<file path="src/rtl/rvlab_host_mux_pkg.sv">
// Shared types for the two-host TL-UL multiplexer: TL-UL channel structs,
// host indices and counter sizing.
package rvlab_host_mux_pkg;

  localparam int TL_AW  = 32;
  localparam int TL_DW  = 32;
  localparam int TL_AIW = 8;
  localparam int TL_DIW = 1;
  localparam int TL_SZW = 2;
  localparam int TL_DBW = TL_DW / 8;

  typedef struct packed {
    logic              a_valid;
    logic [2:0]        a_opcode;
    logic [2:0]        a_param;
    logic [TL_SZW-1:0] a_size;
    logic [TL_AIW-1:0] a_source;
    logic [TL_AW-1:0]  a_address;
    logic [TL_DBW-1:0] a_mask;
    logic [TL_DW-1:0]  a_data;
    logic              d_ready;
  } tl_h2d_t;

  typedef struct packed {
    logic              d_valid;
    logic [2:0]        d_opcode;
    logic [2:0]        d_param;
    logic [TL_SZW-1:0] d_size;
    logic [TL_AIW-1:0] d_source;
    logic [TL_DIW-1:0] d_sink;
    logic [TL_DW-1:0]  d_data;
    logic              d_error;
    logic              a_ready;
  } tl_d2h_t;

  typedef enum logic {
    HOST_I = 1'b0,
    HOST_D = 1'b1
  } host_idx_e;

  // MSB of the source ID carries the originating host on the merged port.
  localparam int SrcTagBit = TL_AIW - 1;
  localparam int OutCntW   = 4;

  function automatic host_idx_e other_host(input host_idx_e h);
    return (h == HOST_I) ? HOST_D : HOST_I;
  endfunction

endpackage

</file>
<file path="src/rtl/rvlab_rr_arb2.sv">
// Two-way arbiter with a hold-while-stalled lock. Round-robin by default;
// RVLAB_HOST_MUX_DPRIO_EN selects fixed priority for HOST_D instead.
module rvlab_rr_arb2
  import rvlab_host_mux_pkg::*;
(
  input  logic      clk_i,
  input  logic      rst_i,
  input  logic [1:0] req,
  input  logic      ready,
  output logic      gnt_valid,
  output host_idx_e gnt_host
);

  logic      lock_q;
  host_idx_e lock_host_q;
  logic      lock_active;

  // A host that drops its request releases the lock rather than starving the other.
  assign lock_active = lock_q && req[lock_host_q];
  assign gnt_valid   = |req;

`ifndef RVLAB_HOST_MUX_DPRIO_EN
  host_idx_e rr_ptr_q;

  always_ff @(posedge clk_i) begin
    if (rst_i) begin
      rr_ptr_q <= HOST_I;
    end else if (gnt_valid && ready) begin
      rr_ptr_q <= other_host(gnt_host);
    end
  end
`endif

  // NOTE: every path assigns gnt_host, starting from a default, so no latch is inferred.
  always_comb begin
    gnt_host = HOST_I;
    if (lock_active) begin
      gnt_host = lock_host_q;
    end else if (req == 2'b11) begin
`ifdef RVLAB_HOST_MUX_DPRIO_EN
      gnt_host = HOST_D;
`else
      gnt_host = rr_ptr_q;
`endif
    end else if (req[HOST_D]) begin
      gnt_host = HOST_D;
    end
  end

  // NOTE: state registers use non-blocking assignment so all flops update together.
  always_ff @(posedge clk_i) begin
    if (rst_i) begin
      lock_q      <= 1'b0;
      lock_host_q <= HOST_I;
    end else begin
      lock_q      <= gnt_valid && !ready;
      lock_host_q <= gnt_host;
    end
  end

endmodule

</file>
<file path="src/rtl/rvlab_tlul_host_mux.sv">
// Merges the CPU instruction and data TL-UL ports onto one device port,
// tagging source IDs by host and routing responses back by that tag.
// Optional build macro: RVLAB_HOST_MUX_DPRIO_EN (data host fixed priority).
module rvlab_tlul_host_mux
  import rvlab_host_mux_pkg::*;
#(
  parameter int unsigned MAX_OUTSTANDING = 4
) (
  input  logic    clk_i,
  input  logic    rst_i,
  input  tl_h2d_t tl_i_i,
  output tl_d2h_t tl_i_o,
  input  tl_h2d_t tl_d_i,
  output tl_d2h_t tl_d_o,
  output tl_h2d_t tl_dev_o,
  input  tl_d2h_t tl_dev_i,
  output logic    err_o
);

  localparam logic [OutCntW-1:0] MaxOut = OutCntW'(MAX_OUTSTANDING);

  tl_h2d_t            host_req [2];
  tl_d2h_t            host_rsp [2];
  logic [OutCntW-1:0] out_cnt_q [2];
  logic [1:0]         eligible, tag_err, unsolicited, a_hs, d_hs;
  logic               gnt_valid;
  host_idx_e          gnt_host, rsp_host;

  assign host_req[HOST_I] = tl_i_i;
  assign host_req[HOST_D] = tl_d_i;
  assign tl_i_o           = host_rsp[HOST_I];
  assign tl_d_o           = host_rsp[HOST_D];
  assign rsp_host         = host_idx_e'(tl_dev_i.d_source[SrcTagBit]);

  always_comb begin
    for (int h = 0; h < 2; h++) begin
      eligible[h]    = host_req[h].a_valid && (out_cnt_q[h] < MaxOut);
      tag_err[h]     = host_req[h].a_valid && host_req[h].a_source[SrcTagBit];
      unsolicited[h] = (out_cnt_q[h] == '0);
    end
  end

  rvlab_rr_arb2 u_arb (
    .clk_i     (clk_i),
    .rst_i     (rst_i),
    .req       (eligible),
    .ready     (tl_dev_i.a_ready),
    .gnt_valid (gnt_valid),
    .gnt_host  (gnt_host)
  );

  // Valid/ready are forced low during reset so no handshake can be counted.
  always_comb begin
    tl_dev_o                     = host_req[gnt_host];
    tl_dev_o.a_source[SrcTagBit] = gnt_host;
    tl_dev_o.a_valid             = gnt_valid && !rst_i;
    tl_dev_o.d_ready             = host_req[rsp_host].d_ready && !rst_i;
    for (int h = 0; h < 2; h++) begin
      host_rsp[h]                     = tl_dev_i;
      host_rsp[h].d_source[SrcTagBit] = 1'b0;
      host_rsp[h].d_valid = tl_dev_i.d_valid && (rsp_host == host_idx_e'(h[0])) && !rst_i;
      host_rsp[h].a_ready = tl_dev_i.a_ready && gnt_valid &&
                            (gnt_host == host_idx_e'(h[0])) && !rst_i;
      a_hs[h] = tl_dev_o.a_valid && tl_dev_i.a_ready && (gnt_host == host_idx_e'(h[0]));
      d_hs[h] = host_rsp[h].d_valid && tl_dev_o.d_ready;
    end
  end

  always_ff @(posedge clk_i) begin
    if (rst_i) begin
      out_cnt_q[HOST_I] <= '0;
      out_cnt_q[HOST_D] <= '0;
      err_o             <= 1'b0;
    end else begin
      for (int h = 0; h < 2; h++) begin
        unique case ({a_hs[h], d_hs[h]})
          2'b10:   out_cnt_q[h] <= out_cnt_q[h] + OutCntW'(1);
          // A response with nothing outstanding leaves the counter pinned at zero.
          2'b01:   if (!unsolicited[h]) out_cnt_q[h] <= out_cnt_q[h] - OutCntW'(1);
          default: ;
        endcase
      end
      if ((|tag_err) || (|(d_hs & unsolicited))) begin
        err_o <= 1'b1;
      end
    end
  end

endmodule

</file>
<file path="config.mk">
export PLATFORM = sky130hd
export DESIGN_NAME = rvlab_tlul_host_mux
export DESIGN_NICKNAME = d
export VERILOG_FILES = /design/src/rtl/rvlab_host_mux_pkg.sv /design/src/rtl/rvlab_rr_arb2.sv /design/src/rtl/rvlab_tlul_host_mux.sv
export SDC_FILE = /design/constraint.sdc
export NUM_CORES = 1
export LEC_CHECK = 0
export ABC_CLOCK_PERIOD_IN_PS = 6450
export CAP_MARGIN = 30
export CORE_AREA = 2 2 163 165
export CTS_CLUSTER_SIZE = 24
export DETAILED_ROUTE_END_ITERATION = 7
export DIE_AREA = 0 0 165 167
export SETUP_SLACK_MARGIN = 0.2
export SLEW_MARGIN = 30
export SYNTH_ARGS = -nofsm -noshare
export SYNTH_HDL_FRONTEND = slang
export SYNTH_SLANG_ARGS = --single-unit
</file>
<file path="constraint.sdc">
create_clock -name clk_i -period 6.45 [get_ports clk_i]
set_clock_uncertainty 0.2 [all_clocks]
set_input_delay 1.29 -clock clk_i [delete_from_list [all_inputs] [get_ports clk_i]]
set_output_delay 1.29 -clock clk_i [all_outputs]
set_load 0.01 [all_outputs]
</file>
==> reports/summary.json, run 1 <==
{
  "yosys": {
    "postSynthRegisterBits": 12,
    "netlist.area_leader.share_pct": 36.2,
    "synth.lib_cells_used.distinct": 43,
    "synthDominantAreaCellType": "sky130_fd_sc_hd__mux2_2",
    "synthesis.area_um2": 2610,
    "asyncSetResetFlopFracSynth_pct": 0,
    "synth_most_common_cell": "sky130_fd_sc_hd__buf_4",
    "mapped_avg_cell_area_um2": 9.10,
    "number_of_synthesized_flops_with_an_enable_pin": 8,
    "synth_commonest_cells": "102 x sky130_fd_sc_hd__buf_4, 84 x sky130_fd_sc_hd__mux2_2, 12 x sky130_fd_sc_hd__nor2_1, 9 x sky130_fd_sc_hd__inv_1, 8 x sky130_fd_sc_hd__edfxtp_1",
    "synth-seq-area-share_pct": 12.3,
    "netlist_top_cells_area": "sky130_fd_sc_hd__mux2_2 36%, sky130_fd_sc_hd__buf_4 29%, sky130_fd_sc_hd__edfxtp_1 9.2%, sky130_fd_sc_hd__dfxtp_1 3.1%, sky130_fd_sc_hd__ha_1 1.9%",
    "synth_warnings": 0,
    "yosys_most_used_dff": "sky130_fd_sc_hd__edfxtp_1",
    "synthCells": 287
  },
  "worst_setup_path": {
    "worst-endpoint-arrival_ns": 3.74,
    "cp-end-kind": "output pin",
    "critical_path_class": "in -> out",
    "timing.critical_path.fanout_max": 84,
    "startpoint_type": "input pin",
    "required_ns": 4.96
  },
  "power_and_ir_drop": {
    "share_clk_of_total_power_pct": 20.7,
    "leakage_nw": 1.75,
    "p_per_area_nw_per_um2": 123,
    "peakVddDrop_uv": 67.1,
    "switching_power_mw": 0.177,
    "pwr-share-seq_pct": 16.2,
    "cellInternalPower_mw": 0.441,
    "net_sw_share_pct": 28.6,
    "pwr-share-comb_pct": 63.1
  },
  "layout": {
    "antenna_cells": 0,
    "fillerInstances": 2865,
    "final_area_um2": 5020,
    "areaGrowthSynthToFinish_pct": 92.0,
    "num-nets-final": 681,
    "layout-drive-gt1-share_pct": 21.2,
    "multi_input_gate_area_um2": 1460,
    "register_area_um2": 320
  },
  "sta": {
    "tightestPinTransition_ns": 0.661,
    "max-slew-margin-rel_pct": 55.8,
    "setup_violating_endpoint_count_in_the_final_report": 0,
    "finalSetupTns_ns": 0,
    "clock.fmax_mhz": 191,
    "final.setup.worst_slack_ns": 1.22,
    "rsz0062_at_grt": "false",
    "final.min_clock_period_ns": 5.23,
    "finalCritPeriodShare_pct": 81.0,
    "slew_viol_final": 0,
    "finalHoldViolCount": 0
  },
  "hold_path": {
    "worst_hold_path_type": "reg -> reg"
  },
  "global_routing": {
    "grt_antenna_before_repair": 1,
    "vias_in_the_first_global_route": 2723,
    "grt_remaining_overflow": 0,
    "grt_first_pass_wirelength_um": 18200,
    "groute.usage.overall_pct": 9.07,
    "grt_start_max_net_pins": 85
  },
  "clock_tree": {
    "cts_sinks": 12,
    "cts_max_path_buffers": 2,
    "tritoncts.num_buffers": 3,
    "cts_root_buf": "sky130_fd_sc_hd__clkbuf_16",
    "cts.clk_slew.worst_paths_ns": 0.04,
    "postCtsHoldBufs": 0,
    "clock_latency_ns": 0.24,
    "post_cts_buffers": 0,
    "cts-htree-levels": 1,
    "cts_tree": "yes",
    "cts_resized": 0
  },
  "run_status": {
    "outcome": "finished clean"
  },
  "route": {
    "viasPerCell": 3.28,
    "drt_pass_1_iters": 4,
    "post-route-drc-count": 0,
    "dr_total_vias": 2569,
    "route.antenna.remaining_nets": 0,
    "detail_route.wl_per_cell_um": 17.3,
    "drt_iter0_markers": 62,
    "routed_wirelength_um": 13600
  },
  "floorplanning": {
    "placement_rows": 59,
    "die_h_um": 167,
    "floorplan.die_area_um2": 27600,
    "num_ports": 417,
    "initial_core_util_pct": 10.1,
    "fp.dieW_um": 165,
    "core_box_area_um2": 25800
  },
  "placed_design": {
    "place_congestion": 0.780,
    "place.detailed.hpwl_um": 12100,
    "dpl_worst_slack_ns": 1.28,
    "port_buffer_count": 267,
    "detailed_place.area_um2": 4930
  },
  "job": {
    "max_cap_viol_count": 0
  }
}
[area by class of cell]
type	instances	area share, %
multi-input combinational	156	29.1
inverter	9	0.673
sequential	12	6.39
clock buffer	4	1.77
tap	335	8.36
timing repair buffer	268	53.7
[through the flow]
step	instances	hold slack, ns	total power, mW	util [%]
finish	784	0.292	0.618	19.5
detailed placement	780	0.288	0.493	19.1
CTS	784	0.298	0.626	19.5
global route	784	0.373	0.651	19.5
global placement	780	0.290	0.493	19.1
floorplan	288	0.252	0.314	-
[cells by family (layout without fill, tap and decap cells)]
kind of cell	count (synthesis)	in the layout	synth area share [%]
xor+xnor	2	2	0.671
flops	12	12	12.3
other cells	1	2	0.144
fa+ha+maj	5	5	2.68
mux	87	87	37.4
buf+inv	120	281	32.2
simple gates	36	36	7.71
compound gates	24	24	6.95
[critical path, cell delays in order]
cell,delay [ns]
sky130_fd_sc_hd__clkdlybuf4s50_1,0.47
sky130_fd_sc_hd__or3b_4,0.42
sky130_fd_sc_hd__nor2_1,0.24
sky130_fd_sc_hd__nor2_4,0.06
sky130_fd_sc_hd__buf_12,0.17
sky130_fd_sc_hd__mux2_2,0.33
sky130_fd_sc_hd__clkdlybuf4s50_1,0.58
[power by group through the flow]
| stage | Sequential [mW] | Combinational [mW] | Clock (mW) |
|---|---|---|---|
| CTS | 0.0998 | 0.395 | 0.131 |
| finish | 0.0999 | 0.390 | 0.128 |
| floorplan | 0.0995 | 0.214 | 0 |
| detailed placement | 0.101 | 0.392 | 0 |
| global route | 0.101 | 0.416 | 0.134 |
| global placement | 0.101 | 0.392 | 0 |
[final timing paths]
kind / depth (start not counted) / slack, ns / endpoint / from
min reg2reg: 2 / 0.29 / u_arb.rr_ptr_q$_SDFFE_PP0P_ / u_arb.rr_ptr_q$_SDFFE_PP0P_
min: 2 / 0.29 / u_arb.rr_ptr_q$_SDFFE_PP0P_ / u_arb.rr_ptr_q$_SDFFE_PP0P_
max reg2reg: 8 / 3.59 / out_cnt_q[0][3]$_SDFFCE_PN0P_ / out_cnt_q[0][3]$_SDFFCE_PN0P_
max: 7 / 1.22 / tl_dev_o[16] / tl_i_i[85]
[metal layers]
metal  up-vias  share of wire [%]  GRT usage, %
li1       1227                  -             -
met1      1130                 32          8.75
met2       183                 50          15.9
met3        29                 14          5.40
met4         0                3.2          3.06
met5         -                  0             0
[flip-flops by register name (all words and copies together) (netlist names)]
signal / count
err_o: 1
out_cnt_q: 8
u_arb.lock_host_q: 1
u_arb.lock_q: 1
u_arb.rr_ptr_q: 1
[cell usage in the layout (no fill, tap or decap), drive strengths merged, types with 2 or more instances in the layout]
cell and count:
edfxtp 8, conb 2, nand2b 2, nor2 13
dfxtp 4, nand2 6, clkbuf 4, nor3 2
mux2i 3, and3 2, nand3 3, inv 9
o211ai 2, ha 4, mux2 84, a31oi 4
clkdlybuf4s50 267, nor3b 2, a21oi 6
Power figures use the tool's default switching activity.
==> run 2: changes to the inputs <==
--- a/config.mk
+++ b/config.mk
@@ -5,12 +5,12 @@
 export SDC_FILE = /design/constraint.sdc
 export NUM_CORES = 1
 export LEC_CHECK = 0
-export ABC_CLOCK_PERIOD_IN_PS = 6450
+export ABC_CLOCK_PERIOD_IN_PS = 4900
 export CAP_MARGIN = 30
-export CORE_AREA = 2 2 163 165
+export CORE_AREA = 2 2 160 162
 export CTS_CLUSTER_SIZE = 24
 export DETAILED_ROUTE_END_ITERATION = 7
-export DIE_AREA = 0 0 165 167
+export DIE_AREA = 0 0 162 164
 export SETUP_SLACK_MARGIN = 0.2
 export SLEW_MARGIN = 30
 export SYNTH_ARGS = -nofsm -noshare
==> constraint.sdc (replaced) <==
create_clock -name clk_i -period 4.9 [get_ports clk_i]
set_clock_uncertainty 0.2 [all_clocks]
set_input_delay 0.98 -clock clk_i [delete_from_list [all_inputs] [get_ports clk_i]]
set_output_delay 0.98 -clock clk_i [all_outputs]
set_load 0.01 [all_outputs]
==> reports/summary.json, run 2 (synthesized netlist as in run 1, its figures left out) <==
{
  "layout": {
    "num-nets-final": 681,
    "areaGrowthSynthToFinish_pct": 91.8,
    "largest_register_ff_count": 8,
    "final_cell_mix": "267 x sky130_fd_sc_hd__clkdlybuf4s50_1, 84 x sky130_fd_sc_hd__mux2_2, 11 x sky130_fd_sc_hd__nor2_1",
    "final_common_cell": "sky130_fd_sc_hd__clkdlybuf4s50_1",
    "top_register": "out_cnt_q",
    "post_layout_instance_count_excluding_filler_cells": 779,
    "final_area_um2": 5010,
    "layout-drive-gt1-share_pct": 21.2,
    "antenna_cells": 0
  },
  "sta": {
    "tightestPinTransition_ns": 0.658,
    "finalSetupTns_ns": 0,
    "max-slew-margin-rel_pct": 55.9,
    "rsz0062_at_grt": "false",
    "setup_violating_endpoint_count_in_the_final_report": 0,
    "clock.fmax_mhz": 218,
    "whs_ns": 0.303,
    "slew_viol_final": 0,
    "final.min_clock_period_ns": 4.58,
    "finalHoldViolCount": 0,
    "finalCritPeriodShare_pct": 93.4
  },
  "power_and_ir_drop": {
    "leakage_nw": 1.75,
    "p_per_area_nw_per_um2": 161,
    "peakVddDrop_uv": 112
  },
  "placed_design": {
    "port_buffer_count": 267,
    "place.detailed.hpwl_um": 10300,
    "dp.cells": 775,
    "detailed_place.area_um2": 4920,
    "place_congestion": 0.721
  },
  "hold_path": {
    "worst_hold_path_type": "reg -> reg",
    "hold_path.startpoint": "u_arb.rr_ptr_q$_SDFFE_PP0P_",
    "hold_path_depth": 2,
    "endpoint_of_the_worst_hold_timing_path": "u_arb.rr_ptr_q$_SDFFE_PP0P_"
  },
  "worst_setup_path": {
    "cpLargestDelayFamily": "buffers and inverters",
    "timing.critical_path.fanout_max": 84,
    "reg2reg_from": "out_cnt_q[0][3]$_SDFFCE_PN0P_",
    "critical_path.slowest_cell": "sky130_fd_sc_hd__clkdlybuf4s50_1",
    "worstRegToRegCells": 8,
    "worstSetupStartpoint": "tl_i_i[85]",
    "critical_path_class": "in -> out",
    "required_ns": 3.72,
    "critical_path.n_buffers_inverters": 3,
    "critical-path-top-cell-by-count": "sky130_fd_sc_hd__clkdlybuf4s50_1",
    "rr_endpoint": "out_cnt_q[0][3]$_SDFFCE_PN0P_",
    "startpoint_type": "input pin",
    "cp_slowest_stage_delay_ns": 0.58,
    "path_cells": "clkdlybuf4s50_1 > or3b_4 > nor2_1 > nor2_4 > buf_12 > mux2_2 > clkdlybuf4s50_1",
    "cp-end-kind": "output pin",
    "reg2reg_slack_ns": 2.05,
    "worst-endpoint-arrival_ns": 3.40
  },
  "route": {
    "drt_iter0_markers": 43,
    "route.antenna.remaining_nets": 0,
    "viasPerCell": 3.30,
    "detail_route.wl_per_cell_um": 14.9,
    "drt_pass_1_iters": 5,
    "routed_wirelength_um": 11600,
    "post-route-drc-count": 0,
    "dr_total_vias": 2570
  },
  "floorplanning": {
    "fp.dieW_um": 162,
    "die_h_um": 164,
    "num_ports": 417,
    "core_box_area_um2": 24800,
    "floorplan.die_area_um2": 26600,
    "placement_rows": 58,
    "initial_core_util_pct": 10.5
  },
  "clock_tree": {
    "tritoncts.num_buffers": 3,
    "post_cts_buffers": 0,
    "postCtsHoldBufs": 0,
    "cts_tree": "yes",
    "cts_sinks": 12,
    "cts-htree-levels": 1,
    "cts_root_buf": "sky130_fd_sc_hd__clkbuf_16",
    "cts_resized": 0,
    "cts.clk_slew.worst_paths_ns": 0.05,
    "clock_latency_ns": 0.24,
    "cts_max_path_buffers": 2
  },
  "global_routing": {
    "groute.usage.overall_pct": 7.50,
    "grt_start_max_net_pins": 85,
    "grt_remaining_overflow": 0,
    "grt_antenna_before_repair": 0,
    "grt_first_pass_wirelength_um": 15100,
    "vias_in_the_first_global_route": 2485
  },
  "run_status": {
    "outcome": "finished clean"
  },
  "job": {
    "max_cap_viol_count": 0
  }
}
-- run 2: cell counts in the layout (fill, tap and decap cells not counted) --
Identical to the previous run, type by type.
-- run 2: cell type report --
type                    count  area, um2
clock buffers               4       88.8
multi-input cells         156       1460
inverters                   9       33.8
fillers                  2736      19800
well taps                 330        413
flip-flops and latches     12        320
repair buffers            268       2690
-- run 2: per-layer routing --
metal	routed length, um	track usage, %	part of all wire [%]
met2	6040	13.1	52
met1	3480	7.11	30
met5	0	0	0
met3	1750	4.70	15
met4	340	2.90	2.9
-- run 2: worst max path at each step --
stage                         to  slack (ns)  cells after the start
detailed placement  tl_dev_o[19]        0.35                      7
CTS                 tl_dev_o[19]        0.34                      7
global placement    tl_dev_o[19]        0.34                      7
floorplan           tl_dev_o[24]        1.49                      6
finish              tl_dev_o[20]        0.32                      7
global route        tl_dev_o[19]        0.20                      7
-- run 2: worst register-to-register path: cells and delay by family, from the launching register on --
kind	cells	cell delay, ns
compound gates	4	0.90
simple gates	2	0.63
flops	1	0.42
fa+ha+maj	1	0.30
xor+xnor	1	0.16
-- run 2: stage by stage --
stage	worst slack (ns)	total power, mW	util (%)
3_3_place_gp	0.338	0.642	19.8
5_1_grt	0.200	0.851	20.2
2_1_floorplan	1.49	0.413	-
4_1_cts	0.344	0.817	20.2
6_report	0.322	0.807	20.2
3_5_place_dp	0.350	0.643	19.8
-- run 2: power breakdown --
group	switching (mW)	internal (mW)
registers	0.0105	0.121
logic	0.169	0.336
clock network	0.0467	0.124
